===== config.mk =====
export PLATFORM = sky130hd
export DESIGN_NAME = ahb_slave_mem
export DESIGN_NICKNAME = d
export VERILOG_FILES = /design/src/rtl/ahb_slave_mem.sv
export SDC_FILE = /design/constraint.sdc
export NUM_CORES = 1
export LEC_CHECK = 0
export ABC_AREA = 1
export BUFFER_PORTS_ARGS = -buffer_cell sky130_fd_sc_hd__clkbuf_2
export CAP_MARGIN = 20
export CORE_MARGIN = 3
export CORE_UTILIZATION = 48
export DETAILED_ROUTE_END_ITERATION = 8
export PLACE_DENSITY = 0.75
export RECOVER_POWER = 100
export SETUP_SLACK_MARGIN = 0.2
export SLEW_MARGIN = 20
export SYNTH_ARGS = -nofsm -noshare
export SYNTH_HDL_FRONTEND = slang
export SYNTH_SLANG_ARGS = --single-unit

===== constraint.sdc =====
create_clock -name clk -period 35.8 [get_ports clk]
set_clock_uncertainty 0.05 [all_clocks]
set_input_delay 8.95 -clock clk [delete_from_list [all_inputs] [get_ports clk]]
set_output_delay 8.95 -clock clk [all_outputs]
set_load 0.05 [all_outputs]

===== src/rtl/ahb_slave_mem.sv =====
// rtl/ahb_slave_mem.sv - AHB-Lite subordinate with a word-addressed register memory,
// programmable wait states and a two-cycle ERROR response.
module ahb_slave_mem #(
    parameter logic [31:0] ADDR_BASE   = 32'h0000_0000,
    parameter int          DEPTH       = 16,
    parameter int          WAIT_STATES = 0
) (
    input  logic        clk,
    input  logic        rst,
    input  logic        HSEL,
    input  logic [31:0] HADDR,
    input  logic [1:0]  HTRANS,
    input  logic        HWRITE,
    input  logic [31:0] HWDATA,
    output logic [31:0] HRDATA,
    output logic        HREADY,
    output logic        HRESP
);
    localparam int IDXW = $clog2(DEPTH);
    localparam logic [32:0] SPAN = 33'(DEPTH) * 33'd4;
    localparam logic [3:0]  WS   = 4'(WAIT_STATES);

    typedef enum logic [2:0] {S_IDLE, S_WAIT, S_LAST, S_ERR1, S_ERR2} state_t;

    state_t              state_q, state_d;
    logic [3:0]          cnt_q, cnt_d;
    logic [IDXW-1:0]     idx_q, idx_d;
    logic                write_q, write_d;
    logic                hready_q, hready_d;
    logic                hresp_q, hresp_d;
    logic [31:0]         mem_q [DEPTH];

    logic [32:0]         offset;
    logic                addr_err;
    logic                accept;
    logic                wr_en;
    logic                unused_htrans;

    assign unused_htrans = HTRANS[0];

    // Offset is taken in 33 bits so an address below the base cannot wrap into range.
    assign offset   = {1'b0, HADDR} - {1'b0, ADDR_BASE};
    assign addr_err = (HADDR[1:0] != 2'b00) || (HADDR < ADDR_BASE) || (offset >= SPAN);
    assign accept   = HSEL && HTRANS[1] && hready_q;

    always_ff @(posedge clk or posedge rst) begin
        if (rst) begin
            state_q  <= S_IDLE;
            cnt_q    <= '0;
            idx_q    <= '0;
            write_q  <= 1'b0;
            hready_q <= 1'b1;
            hresp_q  <= 1'b0;
        end else begin
            state_q  <= state_d;
            cnt_q    <= cnt_d;
            idx_q    <= idx_d;
            write_q  <= write_d;
            hready_q <= hready_d;
            hresp_q  <= hresp_d;
        end
    end

    always_ff @(posedge clk or posedge rst) begin
        if (rst) begin
            for (int i = 0; i < DEPTH; i++) mem_q[i] <= '0;
        end else if (wr_en) begin
            mem_q[idx_q] <= HWDATA;
        end
    end

    always_comb begin
        state_d = state_q;
        cnt_d   = cnt_q;
        idx_d   = idx_q;
        write_d = write_q;
        if (accept) begin
            idx_d   = offset[IDXW+1:2];
            write_d = HWRITE;
        end
        case (state_q)
            S_WAIT: begin
                cnt_d   = cnt_q - 4'd1;
                state_d = (cnt_q == 4'd1) ? S_LAST : S_WAIT;
            end
            S_ERR1:  state_d = S_ERR2;
            default: begin
                if (!accept)             state_d = S_IDLE;
                else if (addr_err)       state_d = S_ERR1;
                else if (WS != 4'd0) begin
                    state_d = S_WAIT;
                    cnt_d   = WS;
                end else                 state_d = S_LAST;
            end
        endcase
    end

    // HREADY/HRESP are registered by decoding the next state.
    always_comb begin
        hready_d = !((state_d == S_WAIT) || (state_d == S_ERR1));
        hresp_d  = (state_d == S_ERR1) || (state_d == S_ERR2);
        wr_en    = (state_q == S_LAST) && write_q;
        HRDATA   = ((state_q == S_LAST) && !write_q) ? mem_q[idx_q] : 32'h0;
    end

    assign HREADY = hready_q;
    assign HRESP  = hresp_q;
endmodule


* Word-level counts from Yosys, hierarchy flattened
Index checks and enable logic that the tools add are counted.
** Cells by class
- Add/sub/neg operators :: 1
- Order comparisons :: 4
- Eq/ne operators :: 7
- Multiplexer cells :: 11
- Bitwise operators :: 1
- Reductions and logical operators :: 12
** Operators by type and width (number)
- $bwmux W512 :: 1
- $bmux W32 S4 :: 1
- $demux W32 S4 :: 1
- $mux W32 :: 4
- $ge A32 B7 Y1 const B :: 1
- $lt A32 B1 Y1 const B :: 1
- $eq A3 B2 Y1 const B :: 3
- $eq A3 B1 Y1 const B :: 2
- $pmux W3 S2 :: 1
- $ge A5 B5 Y1 const B :: 1
- $logic_and A1 B1 Y1 :: 5
- $lt A5 B1 Y1 const B :: 1
- $not A4 Y5 :: 1
- $eq A4 B1 Y1 const B :: 1
- $logic_or A1 B1 Y1 :: 4
- $mux W2 :: 2
- $sub A4 B1 Y4 const B :: 1
- $eq A3 B3 Y1 const B :: 1
- $logic_not A1 Y1 :: 2
- $reduce_bool A2 Y1 :: 1
- $mux W1 :: 1
** Storage, ports and cells
- Flip-flop bits (word level) :: 526
- Input bits :: 70
- Output and inout bits :: 34
- Logic and storage cells :: 58

* Logic depth before layout (Yosys ltp)
Gate-level depths: netlist of run 1.
- Depth in word-level cells :: 9
- Gate-level depth with buffers :: 12
- Mapped depth without buffers :: 9

* Worst setup path before layout of run 1
Ideal clock, no wire load.
- Path type :: reg2out
- From :: reg idx_q[0]
- To :: out HRDATA[10]
- Arrival :: 1.960 ns
- Path slack :: 24.840 ns
- Stages on the path, launching flop included :: 13
- Path buffers :: 3
- Cell sequence :: dfrtp_1 -> buf_4 -> inv_2 -> buf_2 -> buf_2 -> nand2_1 -> nand2_1 -> nand2_1 -> nand2_1 -> nand2_1 -> nand2_1 -> nor2_1 -> nor2_1
** On the way
- Longest elaborated chain between the ends :: 5
** RTL lines
- from (decl) :: RTL line 27 : logic [IDXW-1:0] idx_q, idx_d;
- from (signal assigned) :: RTL line 57 : idx_q <= idx_d;
- $not A4 Y5 (not written as such) :: RTL line 103 : HRDATA = ((state_q == S_LAST) && !write_q) ? mem_q[idx_q] : 32'h0;
- $bmux W32 S4 :: RTL line 103
- $mux W32 (not written as such) (2 in series) :: RTL line 103
- $mux W32 :: RTL line 103
- to (decl) :: RTL line 15 : output logic [31:0] HRDATA,
No other way between the ends. The select of a mux whose other input is x is not followed.

==> flow_metrics.env, run 1 <==
export IMPL_nFillCells=4890
export IMPL_worst_ep_required_time_ns=35.51
export IMPL_yosys_area_share_simple=0.3134
export IMPL_area_growth_pct=9.238
export IMPL_crit_top_cell="clkbuf_1"
export IMPL_path_clk_slew_ns=0.06
export IMPL_portBuffers=102
export IMPL_ios=104
export IMPL_synthMuxAreaShare=0
export IMPL_timing_hold_ws_ns=0.3949
export IMPL_grt_first_pass_wirelength_um=107100
export IMPL_core_region_area_um2=50680
export IMPL_clock_fmax_mhz=47.69
export IMPL_post_cts_buffers=0
export IMPL_clock_sinks=526
export IMPL_timing_slew_headroom=-2.552
export IMPL_drv_cap=11
export IMPL_gp_congestion=0.7555
export IMPL_synth_top_family_by_area="simple AND/OR/NAND/NOR gates"
export IMPL_grt_max_degree=190
export IMPL_crit_chain="clkbuf_2 > clkinvlp_2 > clkbuf_1 > clkbuf_1 > clkbuf_1"
export IMPL_synth_edff_count=0
export IMPL_chipHeight_um=233.5
export IMPL_drive_above_1_share=0.05875
export IMPL_yosysTopAreaCellShare=0.5289
export IMPL_cp_top_family="buffers and inverters"
export IMPL_dpl_hpwl_um=33960
export IMPL_synth_xor_area_frac=0.001058
export IMPL_gr_total_overflow=0
export IMPL_hold_class="reg2reg"
export IMPL_cp_start_kind="input port"
export IMPL_status="finished with violations"
export IMPL_synth_area_leaders="dfrtp_1 53%, nand2_1 28%, o21ai_0 6.2%, o21ai_1 4.2%, buf_2 2.0%"
export IMPL_fin_util=0.5354
export IMPL_first_iter_violations=2157
export IMPL_ys_async_sr_fraction=1.000
export IMPL_irDropWorstVdd_mv=0.08411
export IMPL_grt_pass1_vias=19550
export IMPL_slowest_delay_ns=2.97
export IMPL_grt_usage=0.2492
export IMPL_rows=82
export IMPL_die_area_um2=54520
export IMPL_yosysWarnings=0
export IMPL_synth_compound_area_frac=0.1048
export IMPL_synth_fa_ha_area_frac=0.001007
export IMPL_finalSetupViolCount=0
export IMPL_worst_pin_slew_ns=5.298
export IMPL_synth_nets=3395
export IMPL_critPathArrivalTime_ns=20.68
export IMPL_power_per_cell_area_nw_per_um2=96.50
export IMPL_start_util=0.4901
export IMPL_diodes=0
export IMPL_min_period_ns=20.97
export IMPL_synth_cell_types=30
export IMPL_nNetsFinal=3345
export IMPL_violations="capacitance limit, slew limit"
export IMPL_cts_tree="yes"
export IMPL_syn_area_per_cell_um2=7.475
export IMPL_synthFlopType="dfrtp_1"
export IMPL_synthCells=3323
export IMPL_worstSetupPathType="in2async"
export IMPL_ctsHoldBuffers=0
export IMPL_cp_slowest_cell="clkbuf_1"
export IMPL_clock_path_buffers=3
export IMPL_vias=21040
export IMPL_cp_num_buf_inv=5
export IMPL_die_w_um=233.5
export IMPL_syn_area_um2=24840
export IMPL_setup_tns_ns=0
export IMPL_drv_slew=880
export IMPL_routed_wl_um=67290
export IMPL_routed_via_density=5.272
export IMPL_synth_common_cells="1870 x nand2_1, 525 x dfrtp_1, 308 x o21ai_0"
export IMPL_leakagePower_nw=14.90
export IMPL_setup_worst_path_end_class="asynchronous set/reset pin"
export IMPL_clkLatencyLatePin_ns=0.60
export IMPL_hold_viol=0
export IMPL_post_synth_top_count_cell="nand2_1"
export IMPL_post_route_period_util=0.5857
export IMPL_drt_pass1_iter_count=7
export IMPL_grt_antenna_before_repair=0
export IMPL_ys_ff_latch=526
export IMPL_htree_levels=2
export IMPL_critPathMaxFanout=118
export IMPL_ys_seq_area_frac=0.5299
export IMPL_rsz0062_at_grt="false"
export IMPL_yosysTopAreaCell="dfrtp_1"
export IMPL_root_buffer="clkbuf_16"
export IMPL_antenna_left=0
export IMPL_drcViolationCount=0
export IMPL_cts_repair_resize_count=0
export IMPL_drt_wirelength_per_cell_um=16.86
export IMPL_cts_buffers=55
[layout by cell type (no fill, tap or decap), types with 3 or more instances in the layout]
| master | instances |
|---|---|
| nand2_1 | 1870 |
| clkbuf_1 | 63 |
| inv_1 | 45 |
| nor2_1 | 91 |
| buf_4 | 13 |
| o21ai_0 | 515 |
| clkbuf_8 | 14 |
| a21oi_1 | 5 |
| clkbuf_2 | 51 |
| nand3_4 | 8 |
| xor2_1 | 3 |
| clkinv_2 | 21 |
| nand4_4 | 8 |
| bufinv_16 | 4 |
| clkbuf_16 | 56 |
| nand3_1 | 3 |
| nor2_8 | 3 |
| dfrtp_1 | 524 |
[where the power goes]
group          switching, mW  internal [mW]  leakage, nW
Clock                  0.244          0.344        0.946
Combinational          0.628          0.364         8.83
Sequential             0.159          0.880         5.12
Total                   1.03           1.59         14.9
[layer usage]
| metal | share of wire | vias to the layer above | GRT usage |
|---|---|---|---|
| li1 | - | 10250 | - |
| met1 | 0.44 | 9969 | 0.3419 |
| met2 | 0.46 | 717 | 0.4134 |
| met3 | 0.071 | 107 | 0.03707 |
| met4 | 0.025 | 0 | 0.07058 |
| met5 | 0 | - | 0 |
[stage by stage]
| stage | area [µm²] | setup WS (ns) | instances | power (mW) |
|---|---|---|---|---|
| final | 27130 | 14.83 | 3991 | 2.619 |
| after global routing | 27130 | 12.50 | 3991 | 2.844 |
| after CTS | 27240 | 22.54 | 3991 | 2.605 |
| after detailed placement | 25370 | 23.18 | 3888 | 2.008 |
| after global placement | 25370 | 23.16 | 3888 | 1.979 |
| after floorplan | 24840 | 12.10 | 3323 | 1.779 |
[worst paths after layout]
path	start	cells past startpoint	slack, ns	end
setup / recovery	rst	5	14.83	mem_q[333]
hold / removal	state_q[2]	1	0.39	state_q[2]
setup reg to reg	idx_q[0]	5	24.74	mem_q[119]
hold reg to reg	state_q[2]	1	0.39	state_q[2]
max in group clk	idx_q[0]	11	15.87	HRDATA[13]
min in group asynchronous	rst	2	9.90	mem_q[103]
[cells by family (layout without fill, tap and decap cells)]
family,Yosys count,count (layout)
AOI/OAI and AO/OA,520,520
xor gates and xnor gates,3,3
adders and majority gates,2,2
buffers and inverters,282,278
DFF,526,526
and+or+nand+nor,1990,1990
[state kept, by name, summed over array words and instances, names as in the netlist]
signal,cells
mem_q,512
cnt_q,4
idx_q,4
state_q,3
HREADY,1
HRESP,1
write_q,1
[cell type report]
class	count	area, µm²	share of cell area
Multi-Input combinational cell	2515	10460	0.3853
Clock inverter	29	269.0	0.009914
Tap cell	672	840.8	0.03099
Sequential cell	526	13170	0.4853
Timing Repair Buffer	124	594.3	0.02190
Inverter	51	197.7	0.007285
Clock buffer	74	1609	0.05930
No activity file was read; power rests on OpenSTA's default activity.
==> run 2: changes to the inputs <==
- clock period: 35.8 -> 21.1 ns (I/O delays scaled with it)
==> run 2 against run 1 <==
Against the previous run: clock-buffer cell count is 17 higher; flip-flop and latch count is the same; hold slack better by 0.0033 ns; first-iteration DRC count decreased by 6.7%; critical path depth up 6; worst setup slack worse by 8.1 ns; combinational power is 72% higher; final area about the same; die area stayed put; sequential power up 68%; critical endpoint is now HRDATA[8]; the flow still finishes with violations (capacitance limit, slew limit); largest cell class unchanged; largest power group unchanged; register-to-register slack got worse by 12 ns.
==> flow_metrics.env, run 2 (synthesized netlist as in run 1, its figures left out) <==
export IMPL_grt_first_pass_wirelength_um=107300
export IMPL_crit_chain="clkinvlp_2 > clkbuf_1 > nand2_1 > nand2_1 > nand2_1 > nand2_1 > nand2_1 > nand2_1 > nor2_1 > nor2_1 > clkbuf_1"
export IMPL_ios=104
export IMPL_dpl_cell_count=3890
export IMPL_diodes=0
export IMPL_instances_no_fill=3989
export IMPL_drt_pass1_iter_count=5
export IMPL_timing_slew_headroom=-2.144
export IMPL_crit_top_cell="nand2_1"
export IMPL_cp_start_kind="register"
export IMPL_mostFrequentLayoutCells="1870 x nand2_1, 524 x dfrtp_1, 515 x o21ai_0"
export IMPL_setup_tns_ns=0
export IMPL_clkLatencyLatePin_ns=0.60
export IMPL_die_area_um2=54520
export IMPL_crit_start="idx_q[0]"
export IMPL_rows=82
export IMPL_slowest_delay_ns=3.23
export IMPL_rrSetupSlack_ns=12.29
export IMPL_leakagePower_nw=14.88
export IMPL_power_per_cell_area_nw_per_um2=164.5
export IMPL_critPathMaxFanout=87
export IMPL_portBuffers=102
export IMPL_clock_sinks=526
export IMPL_cp_slowest_cell="clkinvlp_2"
export IMPL_post_route_period_util=0.6814
export IMPL_grt_usage=0.2492
export IMPL_drv_slew=812
export IMPL_violations="capacitance limit, slew limit"
export IMPL_rsz0062_at_grt="false"
export IMPL_worst_ep_required_time_ns=15.78
export IMPL_largest_register="mem_q"
export IMPL_cp_num_buf_inv=3
export IMPL_hold_viol=0
export IMPL_ctsHoldBuffers=0
export IMPL_largest_reg_flops=512
export IMPL_grt_max_degree=107
export IMPL_clock_fmax_mhz=69.55
export IMPL_gr_total_overflow=0
export IMPL_worst_path_stages=11
export IMPL_worst_pin_slew_ns=4.716
export IMPL_routed_wl_um=67370
export IMPL_gp_congestion=0.7656
export IMPL_cts_buffers=55
export IMPL_irDropWorstVdd_mv=0.2041
export IMPL_status="finished with violations"
export IMPL_cts_repair_resize_count=0
export IMPL_endpoint="HRDATA[8]"
export IMPL_top_regs="mem_q (512), cnt_q (4), idx_q (4)"
export IMPL_hold_class="reg2reg"
export IMPL_drive_above_1_share=0.05517
export IMPL_setup_worst_path_end_class="primary output"
export IMPL_grt_pass1_vias=19680
export IMPL_cp_top_family="buffers and inverters"
export IMPL_r2r_start="idx_q[0]"
export IMPL_dpl_hpwl_um=34190
export IMPL_htree_levels=2
export IMPL_min_period_ns=14.38
export IMPL_r2r_end="mem_q[502]"
export IMPL_core_region_area_um2=50680
export IMPL_cts_tree="yes"
export IMPL_nNetsFinal=3347
export IMPL_finalSetupViolCount=0
export IMPL_r2r_cells=5
export IMPL_vias=21090
export IMPL_path_clk_slew_ns=0.06
export IMPL_clock_path_buffers=3
export IMPL_drcViolationCount=0
export IMPL_die_w_um=233.5
export IMPL_grt_antenna_before_repair=0
export IMPL_hold_path_depth=1
export IMPL_critPathArrivalTime_ns=9.05
export IMPL_post_cts_buffers=0
export IMPL_area_growth_pct=9.223
export IMPL_chipHeight_um=233.5
export IMPL_root_buffer="clkbuf_16"
export IMPL_antenna_left=0
export IMPL_drv_cap=10
export IMPL_final_common_cell="nand2_1"
export IMPL_drt_wirelength_per_cell_um=16.89
export IMPL_first_iter_violations=2013
export IMPL_start_util=0.4901
export IMPL_routed_via_density=5.287
export IMPL_worstSetupPathType="reg2out"
==> run 2: changes by cell type in the layout (fill, tap and decap cells not counted), sizes merged <==
cell / before / now
clkbuf: 184 / 200
buf: 14 / 17
clkinv: 23 / 4
clkinvlp: 4 / 2
==> run 2: metal layers <==
layer | GRT usage | up-vias | share of wire
met5 | 0 | - | 0
met4 | 0.08703 | 0 | 0.032
met1 | 0.3437 | 10020 | 0.43
li1 | - | 10250 | -
met2 | 0.4051 | 698 | 0.46
met3 | 0.03512 | 124 | 0.073
==> run 2: worst min path at each step <==
stage,start,to,slack (ns)
6_report,state_q[2],state_q[2],0.40
4_1_cts,state_q[2],state_q[2],0.40
2_1_floorplan,state_q[2],state_q[2],0.37
3_5_place_dp,state_q[2],state_q[2],0.39
5_1_grt,state_q[2],state_q[2],0.43
3_3_place_gp,state_q[2],state_q[2],0.39
==> run 2: layout make-up <==
class | count | area (µm²)
clock buffer | 91 | 1713
clock inverter | 8 | 155.1
fill | 4975 | 23550
inverter | 51 | 197.7
multi-input combinational | 2515 | 10460
sequential | 526 | 13170
tap | 672 | 840.8
timing repair buffer | 126 | 600.6
==> run 2: report_power, final <==
| group | switching, mW | internal, mW |
|---|---|---|
| logic | 1.08 | 0.633 |
| registers | 0.259 | 1.49 |
| clock network | 0.400 | 0.598 |
==> run 2: stage by stage <==
stage                 util  hold slack [ns]  setup WS, ns  instance area [µm²]  power (mW)
finish              0.5353           0.3983         6.722                27130       4.462
CTS                 0.5374           0.4042         11.79                27240       4.422
global placement    0.5005           0.3874         12.44                25370       3.356
detailed placement  0.5005           0.3907         12.46                25370       3.406
floorplan                -           0.3701         1.080                24840       3.018
global route        0.5353           0.4284         5.982                27130       4.842
==> run 2: worst reg2reg max path: cells and delay by family (launching register included) <==
kind                   cells  cell delay [ns]
buffers and inverters      3             6.18
DFF                        1             1.19
and+or+nand+nor            1             1.05
AOI/OAI and AO/OA          1             0.19
